`src/rtl/spi_pkg.sv`:
```
// Shared constants and state encodings for the SPI flash read sequencer.
package spi_pkg;

    localparam logic [2:0] SPI_REG_DATA    = 3'd0;
    localparam logic [2:0] SPI_REG_NEXT    = 3'd1;
    localparam logic [2:0] SPI_REG_READY   = 3'd2;
    localparam logic [2:0] SPI_REG_INT     = 3'd3;
    localparam logic [2:0] SPI_REG_MODE    = 3'd4;
    localparam logic [2:0] SPI_REG_CLK     = 3'd5;
    localparam logic [2:0] SPI_REG_TIMEOUT = 3'd7;

    localparam logic [7:0] FLASH_READ_CMD  = 8'h03;
    localparam logic [7:0] FLASH_DUMMY     = 8'hFF;

    typedef enum logic [3:0] {
        ST_IDLE,
        ST_CMD,
        ST_A2,
        ST_A1,
        ST_A0,
        ST_RD,
        ST_CAP,
        ST_OUT,
        ST_END,
        ST_DONE
    } fsm_state_e;

    typedef enum logic [1:0] {
        STEP_IDLE,
        STEP_STROBE,
        STEP_WAIT1,
        STEP_POLL
    } step_state_e;

endpackage

```
`src/rtl/spi_byte_step.sv`:
```
// One spi register "byte step": strobe data reg (write byte or end-read), skip a cycle, poll ready.
module spi_byte_step
    import spi_pkg::*;
(
    input  logic        clk_i,
    input  logic        reset_i,
    input  logic        start_i,
    input  logic        end_i,
    input  logic [7:0]  byte_i,
    input  logic        ready_i,
    output logic [2:0]  spi_addr_o,
    output logic [7:0]  spi_data_o,
    output logic        spi_read_o,
    output logic        spi_write_o,
    output logic        done_o,
    output step_state_e state_o
);

    step_state_e state_q;
    logic [2:0]  addr_q;
    logic [7:0]  data_q;
    logic        rd_q;
    logic        wr_q;
    logic        done_q;

    // WAIT1 exists because ready only falls one cycle after the strobe.
    always_ff @(posedge clk_i) begin
        if (!reset_i) begin
            state_q <= STEP_IDLE;
            addr_q  <= SPI_REG_READY;
            data_q  <= '0;
            rd_q    <= 1'b0;
            wr_q    <= 1'b0;
            done_q  <= 1'b0;
        end else begin
            done_q <= 1'b0;
            case (state_q)
                STEP_IDLE: begin
                    if (start_i) begin
                        state_q <= STEP_STROBE;
                        addr_q  <= SPI_REG_DATA;
                        data_q  <= byte_i;
                        wr_q    <= !end_i;
                        rd_q    <= end_i;
                    end
                end
                STEP_STROBE: begin
                    state_q <= STEP_WAIT1;
                    addr_q  <= SPI_REG_READY;
                    wr_q    <= 1'b0;
                    rd_q    <= 1'b0;
                end
                STEP_WAIT1: state_q <= STEP_POLL;
                STEP_POLL: begin
                    if (ready_i) begin
                        state_q <= STEP_IDLE;
                        done_q  <= 1'b1;
                    end
                end
                default: state_q <= STEP_IDLE;
            endcase
        end
    end

    assign spi_addr_o  = addr_q;
    assign spi_data_o  = data_q;
    assign spi_read_o  = rd_q;
    assign spi_write_o = wr_q;
    assign done_o      = done_q;
    assign state_o     = state_q;

endmodule

```
`src/rtl/spi_flash_reader.sv`:
```
// Serial-flash READ sequencer sharing the spi register port with the CPU; streams bytes out.
module spi_flash_reader
    import spi_pkg::*;
#(
    parameter int         LEN_W    = 8,
    parameter logic [7:0] READ_CMD = FLASH_READ_CMD
) (
    input  logic             clk_i,
    input  logic             reset_i,
    input  logic             req_valid_i,
    output logic             req_ready_o,
    input  logic [23:0]      req_addr_i,
    input  logic [LEN_W-1:0] req_len_i,
    input  logic [1:0]       req_sel_i,
    output logic             rd_valid_o,
    input  logic             rd_ready_i,
    output logic [7:0]       rd_data_o,
    output logic             rd_last_o,
    output logic             done_o,
    input  logic [2:0]       cpu_reg_addr_i,
    input  logic [7:0]       cpu_reg_data_in_i,
    input  logic [1:0]       cpu_reg_sel_i,
    input  logic             cpu_reg_read_i,
    input  logic             cpu_reg_write_i,
    output logic [7:0]       cpu_data_out_o,
    output logic             cpu_busy_o,
    output logic [2:0]       spi_reg_addr_o,
    output logic [7:0]       spi_reg_data_in_o,
    output logic [1:0]       spi_reg_sel_o,
    output logic             spi_reg_read_o,
    output logic             spi_reg_write_o,
    input  logic [7:0]       spi_data_out_i,
    output fsm_state_e       state_o,
    output step_state_e      step_state_o
);

    fsm_state_e       state_q;
    logic             cpu_txn_q;
    logic [23:0]      addr_q;
    logic [LEN_W-1:0] remaining_q;
    logic [1:0]       sel_q;
    logic             rd_valid_q;
    logic             rd_last_q;
    logic [7:0]       rd_data_q;
    logic             done_q;
    logic             busy_q;
    logic             step_start_q;
    logic             step_end_q;
    logic [7:0]       step_byte_q;

    logic [2:0] step_addr;
    logic [7:0] step_data;
    logic       step_read;
    logic       step_write;
    logic       step_done;
    logic       req_accept;

    spi_byte_step u_step (
        .clk_i       (clk_i),
        .reset_i     (reset_i),
        .start_i     (step_start_q),
        .end_i       (step_end_q),
        .byte_i      (step_byte_q),
        .ready_i     (spi_data_out_i[0]),
        .spi_addr_o  (step_addr),
        .spi_data_o  (step_data),
        .spi_read_o  (step_read),
        .spi_write_o (step_write),
        .done_o      (step_done),
        .state_o     (step_state_o)
    );

    // Handshakes: a transfer happens on a rising edge where valid && ready; req_valid and
    // rd_valid hold their payload stable until then. The CPU wins any same-cycle conflict.
    assign req_accept = reset_i && (state_q == ST_IDLE) && !cpu_txn_q && req_valid_i
                        && !cpu_reg_read_i && !cpu_reg_write_i;

    always_ff @(posedge clk_i) begin
        if (!reset_i) begin
            state_q      <= ST_IDLE;
            cpu_txn_q    <= 1'b0;
            addr_q       <= '0;
            remaining_q  <= '0;
            sel_q        <= '0;
            rd_valid_q   <= 1'b0;
            rd_last_q    <= 1'b0;
            rd_data_q    <= '0;
            done_q       <= 1'b0;
            busy_q       <= 1'b0;
            step_start_q <= 1'b0;
            step_end_q   <= 1'b0;
            step_byte_q  <= '0;
        end else begin
            step_start_q <= 1'b0;
            done_q       <= 1'b0;
            case (state_q)
                ST_IDLE: begin
                    if (cpu_reg_write_i && cpu_reg_addr_i == SPI_REG_DATA && !cpu_txn_q)
                        cpu_txn_q <= 1'b1;
                    if (cpu_reg_read_i && cpu_reg_addr_i == SPI_REG_DATA)
                        cpu_txn_q <= 1'b0;
                    if (req_accept) begin
                        addr_q       <= req_addr_i;
                        remaining_q  <= req_len_i;
                        sel_q        <= req_sel_i;
                        busy_q       <= 1'b1;
                        state_q      <= ST_CMD;
                        step_start_q <= 1'b1;
                        step_end_q   <= 1'b0;
                        step_byte_q  <= READ_CMD;
                    end
                end
                ST_CMD: if (step_done) begin
                    state_q      <= ST_A2;
                    step_start_q <= 1'b1;
                    step_byte_q  <= addr_q[23:16];
                end
                ST_A2: if (step_done) begin
                    state_q      <= ST_A1;
                    step_start_q <= 1'b1;
                    step_byte_q  <= addr_q[15:8];
                end
                ST_A1: if (step_done) begin
                    state_q      <= ST_A0;
                    step_start_q <= 1'b1;
                    step_byte_q  <= addr_q[7:0];
                end
                ST_A0: if (step_done) begin
                    state_q      <= ST_RD;
                    step_start_q <= 1'b1;
                    step_byte_q  <= FLASH_DUMMY;
                end
                ST_RD: if (step_done) state_q <= ST_CAP;
                ST_CAP: begin
                    rd_data_q  <= spi_data_out_i;
                    rd_valid_q <= 1'b1;
                    rd_last_q  <= (remaining_q == '0);
                    state_q    <= ST_OUT;
                end
                ST_OUT: if (rd_ready_i) begin
                    rd_valid_q   <= 1'b0;
                    rd_last_q    <= 1'b0;
                    step_start_q <= 1'b1;
                    if (remaining_q == '0) begin
                        state_q    <= ST_END;
                        step_end_q <= 1'b1;
                    end else begin
                        remaining_q <= remaining_q - 1'b1;
                        state_q     <= ST_RD;
                        step_byte_q <= FLASH_DUMMY;
                    end
                end
                ST_END: if (step_done) begin
                    state_q <= ST_DONE;
                    done_q  <= 1'b1;
                end
                ST_DONE: begin
                    state_q <= ST_IDLE;
                    busy_q  <= 1'b0;
                end
                default: state_q <= ST_IDLE;
            endcase
        end
    end

    always_comb begin
        spi_reg_addr_o    = cpu_reg_addr_i;
        spi_reg_data_in_o = cpu_reg_data_in_i;
        spi_reg_sel_o     = cpu_reg_sel_i;
        spi_reg_read_o    = cpu_reg_read_i;
        spi_reg_write_o   = cpu_reg_write_i;
        cpu_data_out_o    = spi_data_out_i;
        if (state_q != ST_IDLE) begin
            cpu_data_out_o = '0;
            spi_reg_sel_o  = sel_q;
            if (state_q == ST_CAP) begin
                spi_reg_addr_o    = SPI_REG_NEXT;
                spi_reg_data_in_o = '0;
                spi_reg_read_o    = 1'b1;
                spi_reg_write_o   = 1'b0;
            end else begin
                spi_reg_addr_o    = step_addr;
                spi_reg_data_in_o = step_data;
                spi_reg_read_o    = step_read;
                spi_reg_write_o   = step_write;
            end
        end
    end

    assign req_ready_o = req_accept;
    assign rd_valid_o  = rd_valid_q;
    assign rd_data_o   = rd_data_q;
    assign rd_last_o   = rd_last_q;
    assign done_o      = done_q;
    assign cpu_busy_o  = busy_q;
    assign state_o     = state_q;

endmodule

```
`config.mk`:
```
export PLATFORM = sky130hd
export DESIGN_NAME = spi_flash_reader
export DESIGN_NICKNAME = d
export VERILOG_FILES = /design/src/rtl/spi_pkg.sv /design/src/rtl/spi_byte_step.sv /design/src/rtl/spi_flash_reader.sv
export SDC_FILE = /design/constraint.sdc
export NUM_CORES = 1
export LEC_CHECK = 0
export CAP_MARGIN = 30
export CORE_ASPECT_RATIO = 1.75
export CORE_UTILIZATION = 44
export CTS_CLUSTER_SIZE = 16
export DETAILED_ROUTE_END_ITERATION = 7
export PLACE_DENSITY = 0.77
export SYNTH_ARGS = -nofsm -noshare
export SYNTH_HDL_FRONTEND = slang
export SYNTH_SLANG_ARGS = --single-unit
export TNS_END_PERCENT = 20
```
`constraint.sdc`:
```
create_clock -name clk_i -period 1.8 [get_ports clk_i]
set_input_delay 0.36 -clock clk_i [delete_from_list [all_inputs] [get_ports clk_i]]
set_output_delay 0.36 -clock clk_i [all_outputs]
set_load 0.03 [all_outputs]
```
* After elaboration in Yosys (flattened, before gate mapping)
Index checks and enable logic that the tools add are counted.
Storage, ports and cells: register bits after elaboration 77, input port bits 61, output and inout bits 42, logic and storage cells 138
Operators by class: $add $sub $neg 1, eq/ne operators 24, mux-type cells 57, reductions and logical operators 37
Operators by type and width (number):
- $mux 8 | 13
- $pmux 8 s6 | 1
- $mux 4 | 9
- $pmux 4 s9 | 1
- $reduce_and 2->1 | 9
- $mux 1 | 17
- $eq 4x3->1 const B | 4
- $pmux 8 s2 | 1
- $reduce_and 8->1 | 2
- $ne 2x1->1 const B | 6
- $ne 2x2->1 const B | 6
- $pmux 1 s2 | 6
- $reduce_bool 2->1 | 5
- $mux 3 | 3
- $eq 4x2->1 const B | 2
- $eq 4x4->1 const B | 2
- $logic_and 1x1->1 | 8
- $logic_not 8->1 | 1
- $pmux 2 s4 | 1
- $reduce_and 4->1 | 2
- $sub 8x1->8 const B | 1
- $mux 2 | 3
- $pmux 3 s2 | 1
- $reduce_bool 6->1 | 1
- 10 further kinds | 14

* Longest topological paths before layout
word-level depth 8, depth in mapped cells 9, gate-level depth less buffers 7

* Cells and area by module
A second synthesis with hierarchy kept.
Unflattened totals: cell total of the unflattened synthesis 467, area total of the unflattened synthesis 3918.8 µm²
By module, submodules not included:
- spi_flash_reader | times used 1, cells each 399, area an instance 3278.1 µm², sequential area each 1221.2 µm²
- spi_byte_step | times used 1, cells each 68, area an instance 640.6 µm², sequential area each 280.3 µm²

* Least setup slack after synthesis
Ideal clock, no wire load.
path kind register -> output, start point register state_q[3] (netlist: state_o[3]), end point output spi_reg_addr_o[1], arrival 2.027 ns, data required time 1.440 ns, setup slack -0.587 ns, stages on the path, launching flop included 6, path buffers 2, cell sequence dfxtp_1 > buf_2 > or3_1 > clkbuf_1 > nand2_1 > o21ai_0
On the way: cells in the longest elaborated chain, start to end 3, elaborated cells on any way between the ends 4, classes of those cells eq/ne (1); mux (2); reduce/logical (1)
Ends and longest elaborated chain:
- start: declaration | line spi_flash_reader.sv:37 | fsm_state_e state_q;
- start signal: assignment | line spi_flash_reader.sv:80 | state_q <= ST_IDLE;
- start signal: assignment | line spi_flash_reader.sv:107 | state_q <= ST_CMD;
- start signal: assignment | line spi_flash_reader.sv:114 | state_q <= ST_A2;
- $eq 4x3->1 | line spi_flash_reader.sv:176 | if (state_q == ST_CAP) begin
- $mux 3 | line spi_flash_reader.sv:176
- $mux 3 * | line spi_flash_reader.sv:173 | if (state_q != ST_IDLE) begin
- end: declaration | line spi_flash_reader.sv:27 | output logic [2:0] spi_reg_addr_o,
Mark *: on every way between the ends. The rest lies on a longest branch, timed or not.

* Worst setup path in the final report
start point register state_q[0] (netlist: state_o[0]), end point output spi_reg_read_o
On the way: cells in the longest elaborated chain, start to end 3, elaborated cells on any way between the ends 4, classes of those cells eq/ne (1); mux (2); reduce/logical (1)
Ends and longest elaborated chain:
- $eq 4x3->1 | line spi_flash_reader.sv:176
- $mux 1 | line spi_flash_reader.sv:176
- $mux 1 * | line spi_flash_reader.sv:173
- end: declaration | line spi_flash_reader.sv:30 | output logic spi_reg_read_o,
Marked as above.

==> metrics.cfg <==
[outcome]
status=complete, but fails checks
failed_checks=setup timing

[place]
dp_hpwl_um=6980
place_congestion=0.842
post-place-ws_ps=-296
dpl_cell_area_um2=5090
port-buffer-count=102

[global_routing]
overflow=0
grt_pass1_vias=3591
grt_pass1_wl_um=16000
grt_util_all_layers_pct=23.1
grt_max_degree=45
antenna_found_initial=0

[power]
vdd_drop_max_uv=546
p_total_mw=4.81
leakagePower_nw=2.21
p_per_area_nw_per_um2=849

[cells_and_area]
diodes=0
drive_gt1_share_pct=21.2
finalNetCount=661
final_cell_area_um2=5670
syn2layout_area_growth_pct=51.1
register_area_um2=1510
fillerInstances=677
post-route-util_pct=68.6
multi_input_area_um2=2290

[route]
num_vias=3656
routed_wl_um=9790
antenna_left=0
highest_layer=met4
drt_iter0_markers=184
first_pass_iters=4
dr_wl_met2_um=5430
route.met3.wl_um=412
drc_errors=0
wl_met1_um=3650
viasPerCell=5.29
wl_per_cell_um=14.2

[clock_tree]
clk-insertion-delay-late_ps=340
cts.sinks=75
cts.clk_slew.worst_paths_ps=60
htree_levels=3
cts_buffers=9
clock-root-buffer=clkbuf_16
cts_tree=yes
cts_max_path_buffers=2

[yosys]
syn_nets=542
ys_async_sr_fraction_pct=0
synth_cells=475
ys_seq_area_share_pct=40.0
synth_ff_type=dfxtp_1
yosysUniqueCellTypes=55
ys_seq_elements=75
synth_edf_count=0
synth.avg_cell_area_um2=7.90
syn_area_um2=3750
ys_warn_count=0

[sta]
grt_setup_unrepaired=yes
max_freq_mhz=498
timing.setup.tns_ps=-5470
slew_headroom_pct=63.5
setup_viol=39
worst_slack_ps=-208
hold_viol_final=0
finalCriticalPeriod_ps=2010
worstMarginPinSlew_ps=542
slew_violations=0
clock_skew_ps=4.28
min_period_over_period_pct=112

[die]
die-area_um2=8920
core_region_area_um2=8260
ios=103
die_x_um=71.8
fp-row-count=44
initial_utilization_pct=45.4
die_h_um=124

[setup_path]
startpoint_type=register
critPathCaptureType=output pin
crit_arrival_ps=1650
worstSetupPathType=register to output pin
crit_fanout=11
required_ps=1440

[job]
cap_violations=0

[min_path]
hold_class=register to register

==> registers in the layout, indices dropped and copies added, names as in the netlist <==
signal,flops
done_o,1
state_o,4
cpu_busy_o,1
rd_data_o,8
u_step.spi_write_o,1
u_step.spi_addr_o,1
rd_last_o,1
rd_valid_o,1
u_step.spi_read_o,1
u_step.spi_data_o,8
remaining_q,8
step_start_q,1
sel_q,2
step_end_q,1
u_step.done_o,1
u_step.state_o,2
addr_q,24
cpu_txn_q,1
step_byte_q,8
==> power by group <==
| group | internal [mW] | leakage, nW | switching, mW | total, mW |
|---|---|---|---|---|
| combinational | 0.600 | 1.45 | 0.643 | 1.24 |
| clock | 1.10 | 0.150 | 0.686 | 1.78 |
| sequential | 1.73 | 0.609 | 0.0532 | 1.79 |
| total | 3.43 | 2.21 | 1.38 | 4.81 |
==> worst max-delay path, stage by stage, from the launching register on <==
cell     delay, ps
dfxtp_2        340
nor4_4         320
buf_6          190
buf_16         180
nand2_4         70
o21ai_4         50
buf_6          140
==> Yosys cell counts, types with 2 or more instances <==
master | instances | share of area [%]
nor4_1 | 2 | 0.33
nand3_1 | 6 | 0.80
mux2_2 | 2 | 0.60
inv_1 | 10 | 1.0
buf_4 | 2 | 0.40
nor4b_1 | 2 | 0.47
buf_2 | 9 | 1.2
clkbuf_1 | 18 | 1.8
nor2_1 | 24 | 2.4
nand4_1 | 2 | 0.33
nor3_1 | 2 | 0.27
nor2b_1 | 5 | 0.83
dfxtp_1 | 75 | 40
o21a_1 | 7 | 1.4
o21ai_0 | 24 | 3.2
a31oi_1 | 3 | 0.50
mux2i_1 | 10 | 2.7
a21boi_1 | 21 | 4.2
and2_1 | 15 | 2.5
or3_1 | 3 | 0.50
buf_1 | 2 | 0.20
nand2_1 | 137 | 14
a21oi_1 | 20 | 2.7
o211a_1 | 2 | 0.53
ha_1 | 6 | 2.0
a22oi_1 | 11 | 2.2
a21boi_0 | 26 | 5.2
o22ai_1 | 2 | 0.33
==> layout make-up <==
class | instances | share of cell area, %
inverter | 10 | 0.662
clock inverter | 4 | 0.530
sequential | 75 | 26.7
clock buffer | 12 | 4.90
timing repair buffer | 139 | 24.9
multi-input combinational | 359 | 40.4
tap | 92 | 2.03
==> cells in the final DEF, fill, tap and decap left out, types with 7 or more instances in the layout <==
cell and n:
a21boi_1 24, clkbuf_16 10, and2_2 7, a22oi_1 11, inv_1 9, a21boi_0 23
buf_4 27, nand2_1 129, o21ai_0 13, buf_6 28, nor2_1 22, dfxtp_1 71
o21a_1 7, mux2i_1 10, clkdlybuf4s50_1 71, a21oi_1 20, o21ai_4 11, and2_1 7
==> routing by layer <==
layer | GRT usage [%] | vias up
met5 | 0 | -
met4 | 12.7 | 0
met3 | 3.64 | 19
met2 | 43.6 | 109
met1 | 23.7 | 1668
li1 | - | 1860
==> worst paths after layout <==
path | startpoint | end | slack (ps) | depth (start not counted)
worst max-delay path | state_o[0] | spi_reg_read_o | -210 | 6
worst min-delay path | addr_q[8] | addr_q[8] | 450 | 2
worst max register to register | state_o[0] | remaining_q[2] | -160 | 9
worst min register to register | addr_q[8] | addr_q[8] | 450 | 2
==> metrics by stage <==
stage | hold slack [ps] | cells
after floorplan | 433 | 475
after global placement | 441 | 670
after detailed placement | 446 | 670
after CTS | 454 | 691
after global routing | 465 | 691
final | 451 | 691
==> repair_timing <==
action	CTS	global route
gates resized for setup	71	14
gates cloned	1	0
setup endpoints to repair	77	72
buffers inserted	4	0
hold buffers	0	0
pin swaps	1	3
==> cell families (layout without fill, tap and decap cells) <==
group	Yosys count	count (layout)	synth area share (%)
simple gates	212	212	26.0
compound gates	127	127	23.4
flops	75	75	40.0
buf+inv	41	165	4.60
mux	13	13	3.67
fa+ha+maj	6	6	2.00
xor+xnor	1	1	0.233
Power figures use the tool's default switching activity.
